[config.mk]
export PLATFORM = sky130hd
export DESIGN_NAME = summary_seq_buffer
export DESIGN_NICKNAME = d
export VERILOG_FILES = /design/src/rtl/summary_seq_buffer_pkg.sv /design/src/rtl/summary_seq_buffer_mem.sv /design/src/rtl/summary_seq_buffer.sv
export SDC_FILE = /design/constraint.sdc
export NUM_CORES = 1
export LEC_CHECK = 0
export ABC_CLOCK_PERIOD_IN_PS = 4900
export CAP_MARGIN = 20
export CORE_MARGIN = 2
export CORE_UTILIZATION = 45
export CTS_BUF_LIST = sky130_fd_sc_hd__clkbuf_4
export CTS_CLUSTER_SIZE = 16
export DETAILED_ROUTE_END_ITERATION = 8
export SLEW_MARGIN = 10
export SYNTH_ARGS = -nofsm -noshare
export SYNTH_HDL_FRONTEND = slang
export SYNTH_HIERARCHICAL = 1
export SYNTH_SLANG_ARGS = --single-unit
[constraint.sdc]
create_clock -name clk -period 4.9 [get_ports clk]
set_input_delay 0.735 -clock clk [delete_from_list [all_inputs] [get_ports clk]]
set_output_delay 0.735 -clock clk [all_outputs]
set_load 0.05 [all_outputs]
[src/rtl/summary_seq_buffer_pkg.sv]
// Shared field widths, FIFO entry layout and controller state encoding
// for the summary sequence buffer.
package summary_seq_buffer_pkg;

    localparam int JOB_LEN         = 64;
    localparam int JOB_LEN_LOG2    = 6;
    localparam int SEQ_LL_BITS     = 8;
    localparam int SEQ_ML_BITS     = 8;
    localparam int SEQ_OFFSET_BITS = 16;

    typedef struct packed {
        logic [SEQ_LL_BITS-1:0]     ll;
        logic [SEQ_ML_BITS-1:0]     ml;
        logic [SEQ_OFFSET_BITS-1:0] offset;
        logic                       delim;
        logic                       eoj;
        logic [SEQ_ML_BITS-1:0]     overlap_len;
    } seq_entry_t;

    localparam int ENTRY_W = $bits(seq_entry_t);

    typedef enum logic {
        ST_RUN   = 1'b0,
        ST_DRAIN = 1'b1
    } buf_state_t;

endpackage

[src/rtl/summary_seq_buffer_mem.sv]
// DEPTH-entry register array: one synchronous write port, one
// asynchronous read port. Contents are not reset.
module sync_fifo_mem #(
    parameter int DEPTH = 8,
    parameter int W     = 8,
    parameter int AW    = $clog2(DEPTH)
) (
    input  logic          clk,
    input  logic          we,
    input  logic [AW-1:0] waddr,
    input  logic [W-1:0]  wdata,
    input  logic [AW-1:0] raddr,
    output logic [W-1:0]  rdata
);

    logic [W-1:0] mem [DEPTH];

    always_ff @(posedge clk) begin
        if (we) mem[waddr] <= wdata;
    end

    assign rdata = mem[raddr];

endmodule

[src/rtl/summary_seq_buffer.sv]
// Buffers match summaries into a FIFO, grants upstream issue credits and
// tracks end-of-job entries so issuing pauses until the job drains.
module summary_seq_buffer
    import summary_seq_buffer_pkg::*;
#(
    parameter int DEPTH    = 8,
    parameter int PIPE_LAT = 5
) (
    input  logic                       clk,
    input  logic                       rst_n,
    input  logic                       i_issue,
    input  logic                       i_summary_done,
    input  logic [JOB_LEN_LOG2-1:0]    i_seq_head_ptr,
    input  logic [SEQ_LL_BITS-1:0]     i_summary_ll,
    input  logic [SEQ_ML_BITS-1:0]     i_summary_ml,
    input  logic [SEQ_OFFSET_BITS-1:0] i_summary_offset,
    input  logic                       i_summary_delim,
    input  logic                       i_summary_eoj,
    input  logic [SEQ_ML_BITS-1:0]     i_summary_overlap_len,
    input  logic                       i_move_to_next_job,
    input  logic [JOB_LEN_LOG2-1:0]    i_move_forward,
    output logic                       o_issue_ok,
    output logic                       o_head_valid,
    output logic [JOB_LEN_LOG2-1:0]    o_next_seq_head_ptr,
    output logic                       o_job_done,
    output logic                       o_seq_valid,
    input  logic                       i_seq_ready,
    output logic [SEQ_LL_BITS-1:0]     o_seq_ll,
    output logic [SEQ_ML_BITS-1:0]     o_seq_ml,
    output logic [SEQ_OFFSET_BITS-1:0] o_seq_offset,
    output logic                       o_seq_delim,
    output logic                       o_seq_eoj,
    output logic [SEQ_ML_BITS-1:0]     o_seq_overlap_len,
    output logic                       o_overflow_err
);

    localparam int AW = $clog2(DEPTH);
    localparam logic [AW:0]   FULL_CNT   = (AW+1)'(DEPTH);
    localparam logic [AW+1:0] CREDIT_MAX = (AW+2)'(DEPTH);

    if (DEPTH < 4 || (DEPTH & (DEPTH - 1)) != 0 || PIPE_LAT < 1) begin : g_param_check
        $error("summary_seq_buffer: DEPTH must be a power of two >= 4, PIPE_LAT >= 1");
    end

    logic [AW-1:0]    wptr, rptr;
    logic [AW:0]      occ, inflight, pend_eoj;
    logic [AW+1:0]    credit_used;
    logic             full, pop, push_acc, push_eoj, pop_eoj;
    buf_state_t       state, state_nxt;
    seq_entry_t       wr_entry, head;
    logic [ENTRY_W-1:0] head_raw;

    assign wr_entry = '{ll: i_summary_ll, ml: i_summary_ml, offset: i_summary_offset,
                        delim: i_summary_delim, eoj: i_summary_eoj,
                        overlap_len: i_summary_overlap_len};

    assign full        = (occ == FULL_CNT);
    assign o_seq_valid = (occ != '0);
    assign pop         = o_seq_valid & i_seq_ready;
    // A full FIFO still takes a push when the head leaves in the same cycle.
    assign push_acc    = i_summary_done & (~full | pop);
    assign push_eoj    = push_acc & i_summary_eoj;
    assign pop_eoj     = pop & head.eoj;

    sync_fifo_mem #(.DEPTH(DEPTH), .W(ENTRY_W)) u_mem (
        .clk   (clk),
        .we    (push_acc),
        .waddr (wptr),
        .wdata (wr_entry),
        .raddr (rptr),
        .rdata (head_raw)
    );

    assign head              = seq_entry_t'(head_raw);
    assign o_seq_ll          = head.ll;
    assign o_seq_ml          = head.ml;
    assign o_seq_offset      = head.offset;
    assign o_seq_delim       = head.delim;
    assign o_seq_eoj         = head.eoj;
    assign o_seq_overlap_len = head.overlap_len;

    always_ff @(posedge clk or negedge rst_n) begin
        if (!rst_n) begin
            wptr           <= '0;
            rptr           <= '0;
            occ            <= '0;
            inflight       <= '0;
            pend_eoj       <= '0;
            o_overflow_err <= 1'b0;
            o_job_done     <= 1'b0;
        end else begin
            if (push_acc) wptr <= wptr + 1'b1;
            if (pop)      rptr <= rptr + 1'b1;
            occ      <= occ + (AW+1)'(push_acc) - (AW+1)'(pop);
            pend_eoj <= pend_eoj + (AW+1)'(push_eoj) - (AW+1)'(pop_eoj);
            if (i_summary_done && full && !pop) o_overflow_err <= 1'b1;
            o_job_done <= pop_eoj;
            // Summaries retire credits; never wrap below zero on a stray done.
            case ({i_issue, i_summary_done})
                2'b10:   inflight <= inflight + 1'b1;
                2'b01:   if (inflight != '0) inflight <= inflight - 1'b1;
                default: ;
            endcase
        end
    end

    always_ff @(posedge clk or negedge rst_n) begin
        if (!rst_n) begin
            o_head_valid        <= 1'b0;
            o_next_seq_head_ptr <= '0;
        end else begin
            o_head_valid <= i_summary_done;
            if (i_summary_done)
                o_next_seq_head_ptr <= i_move_to_next_job ? '0 : i_seq_head_ptr + i_move_forward;
        end
    end

    always_ff @(posedge clk or negedge rst_n) begin
        if (!rst_n) state <= ST_RUN;
        else        state <= state_nxt;
    end

    always_comb begin
        state_nxt = state;
        case (state)
            ST_RUN:   if (push_eoj) state_nxt = ST_DRAIN;
            // Leave only when the last outstanding eoj entry is popped.
            ST_DRAIN: if (pop_eoj && !push_eoj && pend_eoj == (AW+1)'(1)) state_nxt = ST_RUN;
            default:  state_nxt = ST_RUN;
        endcase
    end

    assign credit_used = (AW+2)'(occ) + (AW+2)'(inflight);
    assign o_issue_ok  = (state == ST_RUN) && (credit_used < CREDIT_MAX);

endmodule

==> summary.txt <==
Outcome
  • Status: completed

Logic synthesis
  • Register area share after synthesis: 75.1%
  • #FFs+latches synth: 364
  • Post-synth ARST share: 7.69%
  • Top_reg_cell synth: edfxtp_1
  • Mapped Cells: 651
  • Number of synthesized flops with an enable pin: 336
  • Yosys Warn Count: 6
  • Synth unique cells: 47
  • Syn_area_per_cell: 22.1 sq um
  • Mapped cell area: 14400 sq um
  • Synthesized Nets: 739

Critical path
  • Worst setup SP type: register
  • Setup CP Type: register to output port
  • CP top delay family: buffers and inverters
  • Crit path DAT: 3490 ps
  • Crit-path max cell delay: 860 ps
  • Crit path cell chain: buf_12 > mux4_2 > mux2_2 > clkdlybuf4s50_1
  • WP data required: 4160 ps
  • FF-to-FF Start: rptr[0]
  • Max Fanout on Critical Path: 34
  • Crit end category: output port
  • Buf/Inv on CP: 2
  • Crit path launch: rptr[0]
  • Worst path slowest cell: dfrtp_4

Job
  • Max-cap viol count: 0

Timing
  • Fin Clk Skew: 48.4 ps
  • Fin. Hold Viols: 0
  • Slew @ Worst Pin: 1020 ps
  • Final min period: 4230 ps
  • Final setup fails: 0
  • Fin Setup TNS: 0 ps
  • Final Cycle Share: 86.3%
  • Worst rel slew slack: 31.9%
  • RSZ-0062 raised after global routing: no
  • Final slew viol count: 0
  • FMAX: 0.236 GHz

Final layout
  • Commonest non-fill, non-tap cell in the layout: edfxtp_1
  • # nets final: 943
  • Final Instance Area: 17300 sq um
  • Multi-input logic area: 3400 sq um
  • Fill cell count: 2455
  • Layout cells sized above 1: 33.8%
  • Commonest non-fill, non-tap cells in the layout: edfxtp_1, clkbuf_4, clkdlybuf4s50_1
  • Seq. cell area: 10800 sq um
  • Layout area overhead: 20.1%

Detailed routing
  • Detailed Route WL: 28200 um
  • Wire per inst: 21.3 um
  • First-pass detailed-route iteration total: 6
  • 1st-iter DRT viols: 507
  • DRC: 0
  • Post-route ant nets: 0
  • Vias/cell: 5.30
  • Routed vias: 7034

Global routing
  • Vias in the first global route: 7808
  • Pin count of the biggest net entering global routing: 38
  • Initial antenna violation count: 2
  • Grt total ovfl: 0
  • First-pass GRT wire length: 43500 um
  • Tot GR Track Use: 17.5%

Clock tree
  • Postcts setup bufs: 0
  • CTS Hold Buffers Added: 0
  • Post-CTS Resized: 0
  • Worst-path clk slew: 70 ps
  • H-tree Lvls: 3
  • Clock latency on the worst-skew pair: 700 ps
  • Max clock buf depth: 3
  • Clock Sinks: 364
  • Num CTS Buffers: 92
  • Root Driver: clkbuf_4
  • CTS tree: done

Floorplanning
  • Die width: 183 um
  • CORE AREA: 31500 sq um
  • Io pins: 113
  • Rows: 65
  • Die H: 183 um
  • Starting Density: 45.6%
  • Die area: 33400 sq um

Pwr
  • Pleak: 5.88 nW
  • Maximum vdd ir drop: 0.000263 V
  • PwrDens: 636 nW/um^2

Placed design
  • Post-detail-place hpwl: 16100 um
  • PortBufs: 112
  • GPL Wtd Cong: 0.735
  • Post-Place Cell Area: 16100 sq um

Hold path
  • Min-Delay Path Class: primary input to asynchronous set/reset pin
final timing paths:
check                                  endpoint  slack [ps]  depth (start not counted)
worst max-delay path            o_seq_offset[2]         670                          4
worst min-delay path                inflight[2]         440                          2
worst max register to register      pend_eoj[2]        1770                          8
worst min register to register          wptr[2]         490                          1
max in group asynchronous               rptr[2]        4110                          2
min in group clk                        wptr[2]         490                          1
registers in the layout, summed over array words and instances, names as in the netlist:
signal / count
u_mem/mem: 336
rptr: 3
inflight: 4
o_overflow_err: 1
occ: 4
pend_eoj: 4
state: 1
wptr: 3
o_head_valid: 1
o_job_done: 1
o_next_seq_head_ptr: 6
cells in the mapped netlist (2+ instances only):
library cell / instances / area share [%]
a21o_1: 5 / 0.26
inv_2: 2 / 0.052
xnor2_1: 7 / 0.43
mux4_2: 84 / 13
buf_2: 8 / 0.28
buf_6: 8 / 0.63
clkbuf_1: 6 / 0.16
o2bb2ai_1: 3 / 0.18
nand4_1: 2 / 0.087
a21oi_1: 8 / 0.28
nand3_1: 2 / 0.070
nand2b_1: 5 / 0.22
fa_1: 4 / 0.56
o31ai_1: 2 / 0.10
ha_1: 24 / 2.1
mux2_2: 42 / 3.3
nand2_1: 15 / 0.39
inv_1: 17 / 0.44
nor3_1: 3 / 0.10
dfrtp_1: 28 / 4.9
edfxtp_1: 336 / 70
buf_1: 2 / 0.052
xor2_1: 7 / 0.43
nor2_1: 8 / 0.21
power by group:
part           total [W]  internal [W]  switching [W]
Clock            0.00242       0.00127        0.00116
Combinational    0.00424       0.00182        0.00241
Sequential       0.00431       0.00393       0.000379
stage by stage:
stage | utilization (%) | hold WS, ps | power (W) | setup WS [ps] | cells
2_1_floorplan | - | 439 | 0.00734 | 211 | 651
3_3_place_gp | 51.2 | 474 | 0.00860 | 1320 | 1163
3_5_place_dp | 51.2 | 479 | 0.00869 | 1290 | 1163
4_1_cts | 54.8 | 380 | 0.0112 | 546 | 1326
5_1_grt | 54.8 | 420 | 0.0116 | 459 | 1327
6_report | 54.8 | 440 | 0.0110 | 671 | 1327
worst register-to-register path, stage by stage (launching register included):
cell	delay, ps
dfrtp_4	860
mux4_2	590
mux2_2	310
and2_1	180
ha_1	280
inv_1	40
ha_1	190
fa_1	400
xor2_1	170
cell type report:
class	instances	share of cell area, %
repair buffers	134	7.75
multi-input cells	244	19.7
clock inverters	28	0.732
well taps	402	2.92
inverters	19	0.413
diodes	1	0.0145
flip-flops and latches	364	62.6
clock buffers	135	5.87
routing by layer:
layer	up-vias	routed length [um]	GRT usage, %
met2	218	14000	29.2
met5	-	14	0
li1	3159	-	-
met3	50	1830	4.63
met4	2	540	6.55
met1	3605	11800	22.1
kinds of logic after synthesis:
group                    after synthesis  synth area share, %
flip-flops                           364                 75.1
AO/OA/AOI/OAI                         30                 1.62
multiplexers                         128                 16.6
XOR/XNOR                              14                0.853
AND/OR/NAND/NOR                       44                 1.56
adder cells (fa/ha/maj)               28                 2.65
buffers and inverters                 43                 1.61
Note: power is estimated with default switching activity, not from simulation.
